<file path="src/rtl/sequenciador_programa.sv">
// Program sequencer for the multicycle processor.
// Holds a short program in a local word buffer and issues it one instruction
// at a time on DIN/Run, waiting for Done between issues. mvi is two words:
// the immediate is presented on DIN in the cycle after issue and held until
// Done. A watchdog aborts the run when Done never shows up.
module sequenciador_programa #(
  parameter int DEPTH   = 16,
  parameter int AW      = 4,
  parameter int TIMEOUT = 7
) (
  input  logic          Clock,
  input  logic          Reset,
  input  logic          WrEn,
  input  logic [AW-1:0] WrAddr,
  input  logic [15:0]   WrData,
  input  logic [AW:0]   ProgLen,
  input  logic          Start,
  input  logic          Done,
  output logic [15:0]   DIN,
  output logic          Run,
  output logic [AW-1:0] PC,
  output logic          Busy,
  output logic          Finished,
  output logic          Error
);

  localparam int             AX      = AW + 1;
  localparam int             WDW     = (TIMEOUT > 1) ? $clog2(TIMEOUT) : 1;
  localparam logic [2:0]     OP_MVI  = 3'b001;
  localparam logic [AW:0]    X_ONE   = AX'(1);
  localparam logic [AW:0]    X_TWO   = AX'(2);
  localparam logic [AW:0]    LEN_MAX = AX'(DEPTH);
  localparam logic [WDW-1:0] WD_LAST = WDW'(TIMEOUT - 1);

  typedef enum logic [1:0] {
    S_IDLE,
    S_ISSUE,
    S_WAIT,
    S_FINISH
  } state_t;

  logic [15:0] mem [DEPTH];

  state_t         state_q, state_d;
  logic [AW-1:0]  pc_q, pc_d;
  logic [AW:0]    len_q, len_d;
  logic [WDW-1:0] wd_q, wd_d;
  logic           mvi_q, mvi_d;
  logic           trunc_q, trunc_d;
  logic [15:0]    din_q, din_d;
  logic           run_q, run_d;
  logic           busy_q, busy_d;
  logic           fin_q, fin_d;
  logic           err_q, err_d;

  logic           go_issue;
  logic [AW:0]    tgt_pc, tgt_len, nxt_pc, start_len;
  logic [15:0]    tgt_word;
  logic           tgt_mvi;

  // Program buffer: writable only while idle, deliberately not reset.
  always_ff @(posedge Clock) begin
    if (WrEn && (state_q == S_IDLE)) mem[WrAddr] <= WrData;
  end

  // Next-state logic; every output is computed for the state being entered
  // so the registered outputs line up with the state they belong to.
  always_comb begin
    state_d  = state_q;
    pc_d     = pc_q;
    len_d    = len_q;
    wd_d     = wd_q;
    mvi_d    = mvi_q;
    trunc_d  = trunc_q;
    din_d    = din_q;
    err_d    = err_q;
    go_issue = 1'b0;
    tgt_pc   = '0;
    tgt_len  = len_q;
    tgt_word = '0;
    tgt_mvi  = 1'b0;
    // PC arithmetic at AW+1 bits so stepping past the last word never wraps.
    nxt_pc    = {1'b0, pc_q} + (mvi_q ? X_TWO : X_ONE);
    start_len = (ProgLen > LEN_MAX) ? LEN_MAX : ProgLen;

    case (state_q)
      S_IDLE: begin
        if (Start) begin
          len_d = start_len;
          pc_d  = '0;
          err_d = 1'b0;
          if (start_len == '0) begin
            state_d = S_FINISH;
          end else begin
            go_issue = 1'b1;
            tgt_pc   = '0;
            tgt_len  = start_len;
          end
        end
      end
      S_ISSUE: begin
        if (trunc_q) begin
          // mvi with its immediate outside the program: abort.
          err_d   = 1'b1;
          state_d = S_IDLE;
        end else begin
          state_d = S_WAIT;
          wd_d    = '0;
          if (mvi_q) din_d = mem[pc_q + AW'(1)];
        end
      end
      S_WAIT: begin
        if (Done) begin
          if (nxt_pc >= len_q) begin
            state_d = S_FINISH;
          end else begin
            go_issue = 1'b1;
            tgt_pc   = nxt_pc;
            tgt_len  = len_q;
            pc_d     = nxt_pc[AW-1:0];
          end
        end else if (wd_q == WD_LAST) begin
          err_d   = 1'b1;
          state_d = S_IDLE;
        end else begin
          wd_d = wd_q + 1'b1;
        end
      end
      S_FINISH: state_d = S_IDLE;
      default:  state_d = S_IDLE;
    endcase

    if (go_issue) begin
      state_d  = S_ISSUE;
      tgt_word = mem[tgt_pc[AW-1:0]];
      tgt_mvi  = (tgt_word[8:6] == OP_MVI);
      mvi_d    = tgt_mvi;
      trunc_d  = tgt_mvi && ((tgt_pc + X_ONE) >= tgt_len);
      din_d    = tgt_word;
    end

    run_d  = go_issue && !trunc_d;
    busy_d = (state_d != S_IDLE);
    fin_d  = (state_d == S_FINISH);
  end

  // State and registered outputs, cleared asynchronously.
  always_ff @(posedge Clock or posedge Reset) begin
    if (Reset) begin
      state_q <= S_IDLE;
      pc_q    <= '0;
      len_q   <= '0;
      wd_q    <= '0;
      mvi_q   <= 1'b0;
      trunc_q <= 1'b0;
      din_q   <= '0;
      run_q   <= 1'b0;
      busy_q  <= 1'b0;
      fin_q   <= 1'b0;
      err_q   <= 1'b0;
    end else begin
      state_q <= state_d;
      pc_q    <= pc_d;
      len_q   <= len_d;
      wd_q    <= wd_d;
      mvi_q   <= mvi_d;
      trunc_q <= trunc_d;
      din_q   <= din_d;
      run_q   <= run_d;
      busy_q  <= busy_d;
      fin_q   <= fin_d;
      err_q   <= err_d;
    end
  end

  assign DIN      = din_q;
  assign Run      = run_q;
  assign PC       = pc_q;
  assign Busy     = busy_q;
  assign Finished = fin_q;
  assign Error    = err_q;

endmodule

</file>
<file path="config.mk">
export PLATFORM = sky130hd
export DESIGN_NAME = sequenciador_programa
export DESIGN_NICKNAME = d
export VERILOG_FILES = /design/src/rtl/sequenciador_programa.sv
export SDC_FILE = /design/constraint.sdc
export NUM_CORES = 1
export LEC_CHECK = 0
export CAP_MARGIN = 20
export CORE_UTILIZATION = 50
export CTS_CLUSTER_DIAMETER = 120
export DETAILED_ROUTE_END_ITERATION = 10
export GPL_TIMING_DRIVEN = 0
export PLACE_DENSITY_LB_ADDON = 0.2
export SLEW_MARGIN = 0
export SYNTH_ARGS = -nofsm -noshare
export SYNTH_HDL_FRONTEND = slang
export SYNTH_SLANG_ARGS = --single-unit
</file>
<file path="constraint.sdc">
create_clock -name Clock -period 6 [get_ports Clock]
set_input_delay 1.2 -clock Clock [delete_from_list [all_inputs] [get_ports Clock]]
set_output_delay 1.2 -clock Clock [all_outputs]
set_load 0.02 [all_outputs]
</file>
==> results.sh <==
export IMPL_setup_viol=0
export IMPL_drcViolationCount=0
export IMPL_dieWidth_um=170.9
export IMPL_worst_hold_path_type="reg2reg"
export IMPL_syn_cell_area_um2=14270
export IMPL_viasPerCell=6.833
export IMPL_seqCellArea_um2=8588
export IMPL_synth_edf_count=256
export IMPL_period_share_pct=92.33
export IMPL_holdWs_ns=0.4980
export IMPL_grt_total_usage_pct=30.97
export IMPL_synth_largest_area_cell="edfxtp_1"
export IMPL_post_cts_resize_count=0
export IMPL_avgRoutedWirePerCell_um=29.75
export IMPL_crit_end="Run"
export IMPL_crit_fanout=10
export IMPL_crit_top_cell="ha_1"
export IMPL_max_vdd_ir_drop_v=0.0002397
export IMPL_synthTopCellsByArea="edfxtp_1 (54%), mux4_2 (12%), dfrtp_1 (6.3%), mux2i_1 (2.6%), nand2_1 (2.3%)"
export IMPL_synth_commonest_cells="edfxtp_1 (256), nand2_1 (86), mux4_2 (77)"
export IMPL_clock_sinks=292
export IMPL_max_freq_mhz=180.5
export IMPL_nNetsFinal=1125
export IMPL_slowest_stage="o211ai_1"
export IMPL_worst_setup_path_end_kind="register"
export IMPL_start_util_pct=51.07
export IMPL_grt_pass1_wl_mm=64.11
export IMPL_finalMaxSlewViolations=0
export IMPL_startpoint_type="register"
export IMPL_antennaDiodeCount=0
export IMPL_multiInputGateArea_um2=5313
export IMPL_ctsHoldBuffers=0
export IMPL_synth_nets=1018
export IMPL_worstMarginPinSlew_ns=1.149
export IMPL_rr_worst_depth=17
export IMPL_r2r_end="Run"
export IMPL_post_cts_buffers=0
export IMPL_rrSetupSlack_ns=0.46
export IMPL_drive_above_1_share_pct=20.13
export IMPL_ys_warn_count=0
export IMPL_p_leak_nw=5.776
export IMPL_slew_headroom_pct=23.42
export IMPL_clock_path_buffers=3
export IMPL_post_place_ws_ns=0.7132
export IMPL_status="finished clean"
export IMPL_ys_types=69
export IMPL_ys_flop_type="edfxtp_1"
export IMPL_h_tree_depth=1
export IMPL_ys_seq_area_share_pct=60.20
export IMPL_synth_adder_area_share_pct=1.894
export IMPL_num_vias=10090
export IMPL_cts_root_buf="clkbuf_16"
export IMPL_yosysTopAreaCellShare_pct=53.89
export IMPL_critical_path_class="reg2reg"
export IMPL_die_area_um2=29210
export IMPL_port_buffers=53
export IMPL_die_h_um=170.9
export IMPL_grt_overflow=0
export IMPL_skew_ns=0.01108
export IMPL_grt_max_degree=27
export IMPL_path_clk_slew_ns=0.06
export IMPL_layout_setup_ws_ns=0.4602
export IMPL_yosysMostFrequentCell="edfxtp_1"
export IMPL_synth_async_reset_ratio_pct=12.33
export IMPL_cp_arrival_ns=5.97
export IMPL_fin_setup_tns_ns=0
export IMPL_clk_latency_ns=0.56
export IMPL_power_density_nw_per_um2=396.0
export IMPL_rows=61
export IMPL_crit_start="PC[0]"
export IMPL_drv_cap=0
export IMPL_synth_compound_area_share_pct=10.82
export IMPL_synth_top_family_by_area="multiplexers"
export IMPL_fin_crit_ns=5.540
export IMPL_hp_start="DIN[13]"
export IMPL_required_ns=6.43
export IMPL_r2r_start="PC[0]"
export IMPL_ys_ff_latch=292
export IMPL_coreArea_um2=27930
export IMPL_dp_hpwl_mm=29.61
export IMPL_synth_xor_xnor_area_share_pct=0.6052
export IMPL_synth_simple_gate_area_share_pct=7.446
export IMPL_ant_nets=0
export IMPL_synth_cells=967
export IMPL_rsz0062_at_grt="no"
export IMPL_drt_iter0_markers=1244
export IMPL_grt_pass1_vias=9788
export IMPL_wirelength_mm=43.91
export IMPL_antenna_found_initial=1
export IMPL_pin_count=54
export IMPL_firstDrtPassIters=6
export IMPL_cts_tree="built"
export IMPL_crit_chain="ha_1, fa_1, xnor2_2, inv_1, buf_2, ha_1, nand2_1, o21a_1, o211ai_1, clkbuf_1, nor2_1, xnor2_1, ha_1, o21ai_0, nand2b_1, a21oi_1, o31a_1"
export IMPL_place_congestion=0.8671
export IMPL_numCtsBuffers=30
export IMPL_syn_area_per_cell_um2=14.75
export IMPL_syn2layout_area_growth_pct=16.94
export IMPL_finalHoldViolations=0
export IMPL_fill_cells=2170
export IMPL_final_util_pct=59.72
export IMPL_synth_mux_area_fraction_pct=16.12
export IMPL_slowest_delay_ns=0.87
power by group:
| part | internal [mW] | total, mW | switching (mW) |
|---|---|---|---|
| Sequential | 2.35 | 2.45 | 0.0973 |
| Combinational | 0.887 | 2.24 | 1.35 |
| Clock | 1.13 | 1.92 | 0.786 |
| Total | 4.37 | 6.61 | 2.24 |
sequential cells by signal, summed over array words and instances, names as in the netlist:
| register | flops |
|---|---|
| Busy | 1 |
| DIN | 16 |
| Error | 1 |
| Finished | 1 |
| PC | 4 |
| Run | 1 |
| len_q | 5 |
| mem | 256 |
| mvi_q | 1 |
| state_q | 2 |
| trunc_q | 1 |
| wd_q | 3 |
logic make-up (layout without fill, tap and decap cells):
logic type                 count (synthesis)  in the layout
and+or+nand+nor                          222            222
xor gates and xnor gates                   6              6
DFF                                      292            292
buffers and inverters                     83            214
adders and majority gates                 21             21
AOI/OAI and AO/OA                        217            217
muxes                                    126            126
cell usage in the layout (no fill, tap or decap), types with 11 or more instances in the layout:
cell type	instances
nor2_1	30
dfrtp_1	36
edfxtp_1	256
clkinv_2	12
clkbuf_1	26
and3_1	24
mux2i_1	37
clkbuf_16	31
a211oi_1	29
ha_1	20
inv_1	18
mux4_2	77
nand2_1	86
clkdlybuf4s50_1	53
a21oi_1	42
and2_1	11
o21ai_0	31
buf_2	26
o221ai_1	16
nor2_2	13
nor2b_1	14
a32o_1	11
through the flow:
stage	instance area, um2	std cells	total power, mW
6_report	16680	1476	6.606
5_1_grt	16680	1476	6.829
4_1_cts	16670	1474	6.580
3_5_place_dp	15650	1418	4.678
3_3_place_gp	15270	1398	4.637
2_1_floorplan	14270	967	3.864
area by class of cell:
cell class / count / share of cell area (%)
Sequential cell: 292 / 51.48
Timing Repair Buffer: 75 / 5.272
Buffer: 62 / 2.017
Multi-Input combinational cell: 592 / 31.84
Clock buffer: 35 / 4.860
Tap cell: 378 / 2.835
Clock inverter: 21 / 1.222
Inverter: 21 / 0.4725
worst max-delay path, delay by kind of cell (launching register included):
kind / cells / cell delay [ns]
AOI/OAI and AO/OA: 5 / 1.56
buffers and inverters: 3 / 1.15
xor gates and xnor gates: 2 / 0.55
adders and majority gates: 4 / 1.36
and+or+nand+nor: 3 / 0.32
DFF: 1 / 0.46
per-layer routing:
layer  vias to the layer above  global-route usage, %  part of all wire [%]
met1                      5084                  43.26                    39
met2                       763                  47.86                    46
met3                       121                  6.593                    12
met5                         -                      0                     0
met4                         0                  11.84                   3.9
li1                       4117                      -                     -
worst min path at each step:
stage / to / slack, ns / depth (start not counted)
after CTS: DIN[13] / 0.50 / 1
after detailed placement: DIN[13] / 0.49 / 1
final: DIN[13] / 0.50 / 1
after global routing: DIN[9] / 0.52 / 1
after floorplan: trunc_q / 0.48 / 2
after global placement: DIN[15] / 0.49 / 1
Note: power is estimated with default switching activity, not from simulation.
